`config.mk`:
```
export PLATFORM = sky130hd
export DESIGN_NAME = rvx_bus_arbiter
export DESIGN_NICKNAME = d
export VERILOG_FILES = /design/src/rtl/rvx_bus_pkg.sv /design/src/rtl/rvx_bus_rr_arbiter.sv /design/src/rtl/rvx_bus_arbiter.sv
export SDC_FILE = /design/constraint.sdc
export NUM_CORES = 1
export LEC_CHECK = 0
export BUFFER_PORTS_ARGS = -buffer_cell sky130_fd_sc_hd__buf_2
export CAP_MARGIN = 20
export CORE_AREA = 2 2 134 136
export DETAILED_ROUTE_END_ITERATION = 8
export DIE_AREA = 0 0 136 138
export PLACE_DENSITY = 0.88
export SLEW_MARGIN = 10
export SYNTH_ARGS = -nofsm -noshare
export SYNTH_HDL_FRONTEND = slang
export SYNTH_SLANG_ARGS = --single-unit
```
`constraint.sdc`:
```
create_clock -name clock -period 4.7 [get_ports clock]
set_input_delay 0.47 -clock clock [delete_from_list [all_inputs] [get_ports clock]]
set_output_delay 0.47 -clock clock [all_outputs]
set_load 0.05 [all_outputs]
```
`src/rtl/rvx_bus_pkg.sv`:
```
// Shared types and widths for the RVX shared-bus interconnect.
// Latency: n/a (package only).
// Backpressure: n/a (package only).
package rvx_bus_pkg;

    localparam int ADDR_W = 32;
    localparam int DATA_W = 32;
    localparam int STRB_W = 4;

    typedef enum logic [1:0] {
        ST_IDLE    = 2'd0,
        ST_ACCESS  = 2'd1,
        ST_RESPOND = 2'd2
    } bus_state_t;

    // Index width that stays legal (>=1 bit) even for a single port.
    function automatic int idx_width(input int n);
        return (n > 1) ? $clog2(n) : 1;
    endfunction

endpackage

```
`src/rtl/rvx_bus_rr_arbiter.sv`:
```
// Round-robin pick of one pending requester, searching upward from last_grant+1.
// Latency: purely combinational.
// Backpressure: none; caller decides when the grant is consumed.
module rvx_bus_rr_arbiter
    import rvx_bus_pkg::*;
#(
    parameter int NUM_MANAGERS = 2,
    localparam int IW = idx_width(NUM_MANAGERS)
) (
    input  logic [NUM_MANAGERS-1:0] pending,
    input  logic [IW-1:0]           last_grant,
    output logic [NUM_MANAGERS-1:0] grant,
    output logic [IW-1:0]           grant_index
);

    logic found;

    // Walk offsets 1..N from the last winner; the first pending candidate wins.
    always_comb begin
        grant       = '0;
        grant_index = '0;
        found       = 1'b0;
        for (int k = 1; k <= NUM_MANAGERS; k++) begin
            for (int i = 0; i < NUM_MANAGERS; i++) begin
                if (!found && pending[i] &&
                    (((int'(last_grant) + k) % NUM_MANAGERS) == i)) begin
                    found       = 1'b1;
                    grant[i]    = 1'b1;
                    grant_index = IW'(i);
                end
            end
        end
    end

endmodule

```
`src/rtl/rvx_bus_arbiter.sv`:
```
// Shared bus: round-robin managers onto one path to address-decoded devices, with timeout.
// Latency: request in IDLE at T -> device request T+1; device response at T+1 -> manager response T+2; decode miss -> T+1.
// Backpressure: requests are held until the one-cycle response pulse; one transaction in flight at a time.
module rvx_bus_arbiter
    import rvx_bus_pkg::*;
#(
    parameter int NUM_MANAGERS   = 2,
    parameter int NUM_DEVICES    = 1,
    parameter int TIMEOUT_CYCLES = 255
) (
    input  logic                             clock,
    input  logic                             reset,
    input  logic [NUM_MANAGERS*ADDR_W-1:0]   manager_rw_address,
    output logic [DATA_W-1:0]                manager_read_data,
    input  logic [NUM_MANAGERS-1:0]          manager_read_request,
    output logic [NUM_MANAGERS-1:0]          manager_read_response,
    input  logic [NUM_MANAGERS*DATA_W-1:0]   manager_write_data,
    input  logic [NUM_MANAGERS*STRB_W-1:0]   manager_write_strobe,
    input  logic [NUM_MANAGERS-1:0]          manager_write_request,
    output logic [NUM_MANAGERS-1:0]          manager_write_response,
    output logic [NUM_MANAGERS-1:0]          manager_access_error,
    output logic [ADDR_W-1:0]                device_rw_address,
    input  logic [NUM_DEVICES*DATA_W-1:0]    device_read_data,
    output logic [NUM_DEVICES-1:0]           device_read_request,
    input  logic [NUM_DEVICES-1:0]           device_read_response,
    output logic [DATA_W-1:0]                device_write_data,
    output logic [STRB_W-1:0]                device_write_strobe,
    output logic [NUM_DEVICES-1:0]           device_write_request,
    input  logic [NUM_DEVICES-1:0]           device_write_response,
    input  logic [NUM_DEVICES*ADDR_W-1:0]    device_start_address,
    input  logic [NUM_DEVICES*ADDR_W-1:0]    device_region_size
);

    localparam int MIW = idx_width(NUM_MANAGERS);
    localparam int DIW = idx_width(NUM_DEVICES);

    bus_state_t               state_q, state_d;
    logic [MIW-1:0]           last_grant_q, grant_q;
    logic                     is_read_q, error_q;
    logic [DIW-1:0]           dev_sel_q;
    logic [DATA_W-1:0]        rdata_q;
    logic [31:0]              timer_q;

    logic [NUM_MANAGERS-1:0]  pending, arb_grant;
    logic [MIW-1:0]           arb_index;
    logic [ADDR_W-1:0]        sel_addr;
    logic [DATA_W-1:0]        sel_wdata, sel_rdata;
    logic [STRB_W-1:0]        sel_strb;
    logic                     sel_read;
    logic [NUM_DEVICES-1:0]   dev_hit, dev_onehot;
    logic                     dec_hit, dev_done, dev_timeout;
    logic [DIW-1:0]           dec_index;

    assign pending = manager_read_request | manager_write_request;

    rvx_bus_rr_arbiter #(.NUM_MANAGERS(NUM_MANAGERS)) u_rr (
        .pending     (pending),
        .last_grant  (last_grant_q),
        .grant       (arb_grant),
        .grant_index (arb_index)
    );

    // Steer the winning manager's request fields; read takes precedence over write.
    always_comb begin
        sel_addr  = '0;
        sel_wdata = '0;
        sel_strb  = '0;
        sel_read  = 1'b0;
        for (int i = 0; i < NUM_MANAGERS; i++) begin
            if (arb_grant[i]) begin
                sel_addr  = manager_rw_address[i*ADDR_W +: ADDR_W];
                sel_wdata = manager_write_data[i*DATA_W +: DATA_W];
                sel_strb  = manager_write_strobe[i*STRB_W +: STRB_W];
                sel_read  = manager_read_request[i];
            end
        end
    end

    // Regions are size-aligned, so masking off the offset bits must yield the base.
    for (genvar g = 0; g < NUM_DEVICES; g++) begin : g_dec
        assign dev_hit[g] = (sel_addr & ~(device_region_size[g*ADDR_W +: ADDR_W] - 32'd1))
                            == device_start_address[g*ADDR_W +: ADDR_W];
    end

    // Overlapping regions resolve to the lowest device index.
    always_comb begin
        dec_hit   = 1'b0;
        dec_index = '0;
        for (int i = NUM_DEVICES - 1; i >= 0; i--) begin
            if (dev_hit[i]) begin
                dec_hit   = 1'b1;
                dec_index = DIW'(i);
            end
        end
    end

    // Only the selected device's matching response (and read data) is listened to.
    always_comb begin
        dev_onehot = '0;
        dev_done   = 1'b0;
        sel_rdata  = '0;
        for (int i = 0; i < NUM_DEVICES; i++) begin
            if (dev_sel_q == DIW'(i)) begin
                dev_onehot[i] = 1'b1;
                sel_rdata     = device_read_data[i*DATA_W +: DATA_W];
                dev_done      = is_read_q ? device_read_response[i] : device_write_response[i];
            end
        end
    end

    assign dev_timeout = (TIMEOUT_CYCLES != 0) && (timer_q == 32'(TIMEOUT_CYCLES - 1));

    // State register.
    always_ff @(posedge clock) begin
        if (reset) state_q <= ST_IDLE;
        else       state_q <= state_d;
    end

    // Next state: a same-cycle response beats a timeout because it is tested first.
    always_comb begin
        state_d = state_q;
        case (state_q)
            ST_IDLE:    if (|pending) state_d = dec_hit ? ST_ACCESS : ST_RESPOND;
            ST_ACCESS:  if (dev_done || dev_timeout) state_d = ST_RESPOND;
            ST_RESPOND: state_d = ST_IDLE;
            default:    state_d = ST_IDLE;
        endcase
    end

    // Transaction latch, timer and completion status.
    always_ff @(posedge clock) begin
        if (reset) begin
            last_grant_q        <= MIW'(NUM_MANAGERS - 1);
            grant_q             <= '0;
            is_read_q           <= 1'b0;
            dev_sel_q           <= '0;
            error_q             <= 1'b0;
            rdata_q             <= '0;
            timer_q             <= '0;
            device_rw_address   <= '0;
            device_write_data   <= '0;
            device_write_strobe <= '0;
        end else begin
            case (state_q)
                ST_IDLE: if (|pending) begin
                    grant_q             <= arb_index;
                    is_read_q           <= sel_read;
                    dev_sel_q           <= dec_index;
                    device_rw_address   <= sel_addr;
                    device_write_data   <= sel_wdata;
                    device_write_strobe <= sel_strb;
                    timer_q             <= '0;
                    error_q             <= !dec_hit;
                    rdata_q             <= '0;
                end
                ST_ACCESS: begin
                    timer_q <= timer_q + 32'd1;
                    if (dev_done) begin
                        error_q <= 1'b0;
                        rdata_q <= is_read_q ? sel_rdata : '0;
                    end else if (dev_timeout) begin
                        error_q <= 1'b1;
                        rdata_q <= '0;
                    end
                end
                ST_RESPOND: begin
                    last_grant_q <= grant_q;
                    timer_q      <= '0;
                end
                default: ;
            endcase
        end
    end

    assign device_read_request  = (state_q == ST_ACCESS &&  is_read_q) ? dev_onehot : '0;
    assign device_write_request = (state_q == ST_ACCESS && !is_read_q) ? dev_onehot : '0;

    // Manager-side completion is visible only during RESPOND, and only to the granted port.
    always_comb begin
        manager_read_response  = '0;
        manager_write_response = '0;
        manager_access_error   = '0;
        manager_read_data      = '0;
        if (state_q == ST_RESPOND) begin
            manager_read_data = rdata_q;
            for (int i = 0; i < NUM_MANAGERS; i++) begin
                if (grant_q == MIW'(i)) begin
                    manager_read_response[i]  = is_read_q;
                    manager_write_response[i] = !is_read_q;
                    manager_access_error[i]   = error_q;
                end
            end
        end
    end

endmodule

```
==> summary.md <==
| Metric | Value |
|---|---|
| Outcome | `finished, final reports clean` |
| Yosys cell types | `63` |
| Yosys warns | `0` |
| Sequential fraction of design power | `~37%` |
| Die H | `between 100 and 150 um` |
| Skew-Pair Late Insertion Delay | `0.43 ns` |
| Final wirelength | `30730 um` |
| Highest Clock Rate | `307.4 MHz` |
| Primary FF master, synth | `dfxtp_1` |
| Total power | `3452 uW` |
| Kind of start point of the critical path | `input port` |
| Crit-path max FO | `7` |
| WL/cell | `between 20 and 25 um` |
| Initial core utilization | `44.61%` |
| Layout Skew | `0.01745 ns` |
| Num CTS Buffers | `17` |
| Clk root buf | `clkbuf_16` |
| GRT Total Usage | `31.61%` |
| CTS resizes | `0` |
| Final setup vio count | `0` |
| Combinational share of power | `about 24%` |
| Drt pass-1 iters | `8` |
| Number of port buffers | `about 350` |
| RSZ-0062 raised after global routing | `false` |
| Setup Fix Bufs, Post-CTS | `0` |
| Final nets | `roughly 1500` |
| Core area | `17530 um^2` |
| Detail-routed via count per cell | `6.108` |
| H-tree levels | `4` |
| P_leak | `0.004395 uW` |
| Register bit total from synthesis | `138` |
| Die width | `136 um` |
| Switching Share | `approximately a third` |
| Fin. max-slew vios | `0` |
| Worst slew margin | `31.12%` |
| Share of post-route cells with drive strength above 1 | `between 30% and 40%` |
| Initial antenna violation count | `2` |
| Syn nets | `1243` |
| CTS tree | `built` |
| Area grow syn2layout | `31.13%` |
| Pwr dens | `336.5 nW/um^2` |
| Clock sink total | `138` |
| Net Switching | `1206 uW` |
| Post-synth EDFFs | `0` |
| Die area | `18770 um^2` |
| Tmin final | `3.254 ns` |
| Clk slew on worst S/H paths | `0.07 ns` |
| Drt drc | `0` |
| Post-synthesis sequential area ratio | `35.32%` |
| Fin util | `58.50%` |
| Grt ovf | `0` |
| Num rows | `between 40 and 50` |
| Fin Setup TNS | `0 ns` |
| I/O pin total | `348` |
| Placer Congestion | `1.067` |
| Cell Count, Final, Fillers Out | `1535` |
| Mapped Area | `7823 um^2` |
| Max clock buf depth | `2` |
| Tcrit/Tclk final | `69.22%` |
| Worst Setup End Kind | `flop` |
| Vias in the first global route | `8704` |
| Mean Syn Cell Area | `7.823 um^2` |
| Crit-path slowest cell | `or4_4` |
| Peak VDD IR | `0.2699 mV` |
| DR iter-0 viols | `966` |
| Int Power | `around 2200 uW` |
| Maxcap violations | `0` |
| Critical Path, Cell by Cell | `buf_2 > inv_1 > ha_1 > nor3b_1 > nand4_1 > nor2_1 > xnor2_1 > a2111o_1 > or4_4 > nor4b_4 > a211oi_1` |
| Post-DP HPWL | `approximately 23000 um` |
| Dpl cells | `1500` |
| CP arrival | `approximately 3.5 ns` |
| Largest net degree at the start of global routing | `90` |
| Critical path class | `in2reg` |
| Final worst slack | `1.446 ns` |
| Slew at the pin with the worst max-slew slack | `1.033 ns` |
| First-pass GRT wire length | `between 40000 and 50000 um` |
| Post-CTS Hold Buffers | `0` |
| Pre-CTS WS | `1.084 ns` |
| DR vias | `9376` |
| Fin. Hold Viols | `0` |
| Final ANT Viol Nets | `0` |
| Critical Path Max Stage Delay | `0.55 ns` |
| Worst path required time | `4.98 ns` |
| Cells after synthesis | `1000` |
| Clock share of power | `38.8%` |
| FFs w/ async S/R, synth | `0%` |
| Worst Hold Class | `in2reg` |
==> worst max-delay path: cells and delay by family <==
kind / cells / cell delay [ns]
AOI/OAI and AO/OA: 2 / 0.51
xor gates and xnor gates: 1 / 0.12
adders and majority gates: 1 / 0.19
buffers and inverters: 2 / 0.20
and+or+nand+nor: 5 / 2.05
==> stage by stage <==
step                      area (um^2)  hold slack, ns
after floorplan                  7823          0.4607
after global placement           9630          0.4429
after detailed placement         9658          0.4548
after CTS                       10240          0.2760
after global routing            10260          0.2830
final                           10260          0.2808
==> Yosys cell counts, drive strengths merged (3+ instances only) <==
library cell  count  area share, %
nand3b            3           0.29
xor2              8           0.90
o211a             3           0.38
a22o              5           0.56
ha                3           0.48
a211oi           24            2.3
nand2            41            2.0
clkbuf           85            4.1
a221oi           37            4.1
xnor2            15            1.7
dfxtp           138             35
o2111ai           3           0.34
o211ai            3           0.29
nand4            21            1.7
nor2            144            6.9
o21a             10           0.96
and3             17            1.4
o31a             10            1.1
or4              19            1.9
or2               5           0.40
o31ai            10           0.96
or3               9           0.72
o22ai             6           0.48
and2             39            3.1
a21o              3           0.29
a22oi            45            4.3
nor3b             6           0.58
o21ai            41            2.6
o221ai            4           0.45
mux2i             8            1.0
a32oi            11            1.2
a31oi            12           0.96
buf               7           0.53
nor3             59            3.8
inv               9           0.43
and4              6           0.67
nand3            29            1.9
nor4             33            2.7
a311oi           12            1.3
a21oi            33            2.1
nand2b            5           0.40
==> logic make-up after synthesis <==
kind of cell | synth area share, %
and+or+nand+nor | 29.27
AOI/OAI and AO/OA | 26.30
DFF | 35.32
buffers and inverters | 5.038
xor gates and xnor gates | 2.575
muxes | 1.024
adders and majority gates | 0.4799
==> placed cells by master (no fill, tap or decap), drive strengths merged, types with 11 or more instances in the layout <==
cell type    n
buf        364
nor2       144
dfxtp      138
nor3        59
a22oi       45
nand2       41
o21ai       41
and2        39
a221oi      37
nor4        33
a21oi       33
nand3       29
a211oi      24
nand4       21
or4         19
inv         19
and3        17
clkbuf      17
xnor2       15
a311oi      12
a31oi       12
a32oi       11
==> layout make-up <==
type                       instances  area [um^2]
antenna                            2        5.005
multi-input combinational        761         4696
timing repair buffer             364         1894
clock inverter                    15        153.9
fill                            1613         7277
inverter                           9        33.78
clock buffer                      17        425.4
sequential                       138         2763
tap                              229        286.5
==> power by group through the flow <==
| stage | combinational (uW) | clock, uW | sequential (uW) |
|---|---|---|---|
| 6_report | 838 | 1340 | 1280 |
| 5_1_grt | 889 | 1410 | 1280 |
| 4_1_cts | 826 | 1360 | 1270 |
| 3_5_place_dp | 824 | 0 | 1300 |
| 3_3_place_gp | 814 | 0 | 1300 |
| 2_1_floorplan | 317 | 0 | 1500 |
==> registers in the layout, indices dropped and copies added, names as in the netlist <==
signal               count
rdata_q                 32
error_q                  1
state_q                  2
device_write_strobe      4
timer_q                 32
grant_q                  1
is_read_q                1
device_write_data       32
device_rw_address       32
last_grant_q             1
==> per-layer routing <==
layer  track usage, %  vias up  part of all wire (%)
met1            42.08     4433                    43
met4            11.24        0                   3.3
met2            49.06      481                    46
met3            8.654       73                   8.5
li1                 -     4389                     -
met5                0        -                     0
==> final timing paths <==
| kind | from | endpoint | slack [ns] | depth (start not counted) |
|---|---|---|---|---|
| worst min register to register | device_rw_address[26]$_SDFFE_PP0P_ | device_rw_address[26]$_SDFFE_PP0P_ | 0.47 | 2 |
| worst max register to register | last_grant_q$_SDFFE_PP1P_ | state_q[1]$_SDFFE_PP0P_ | 1.50 | 9 |
| worst max-delay path | device_region_size[0] | state_q[1]$_SDFFE_PP0P_ | 1.45 | 11 |
| worst min-delay path | device_read_data[14] | rdata_q[14]$_SDFFE_PP0P_ | 0.28 | 3 |
No activity file was read; power rests on OpenSTA's default activity.
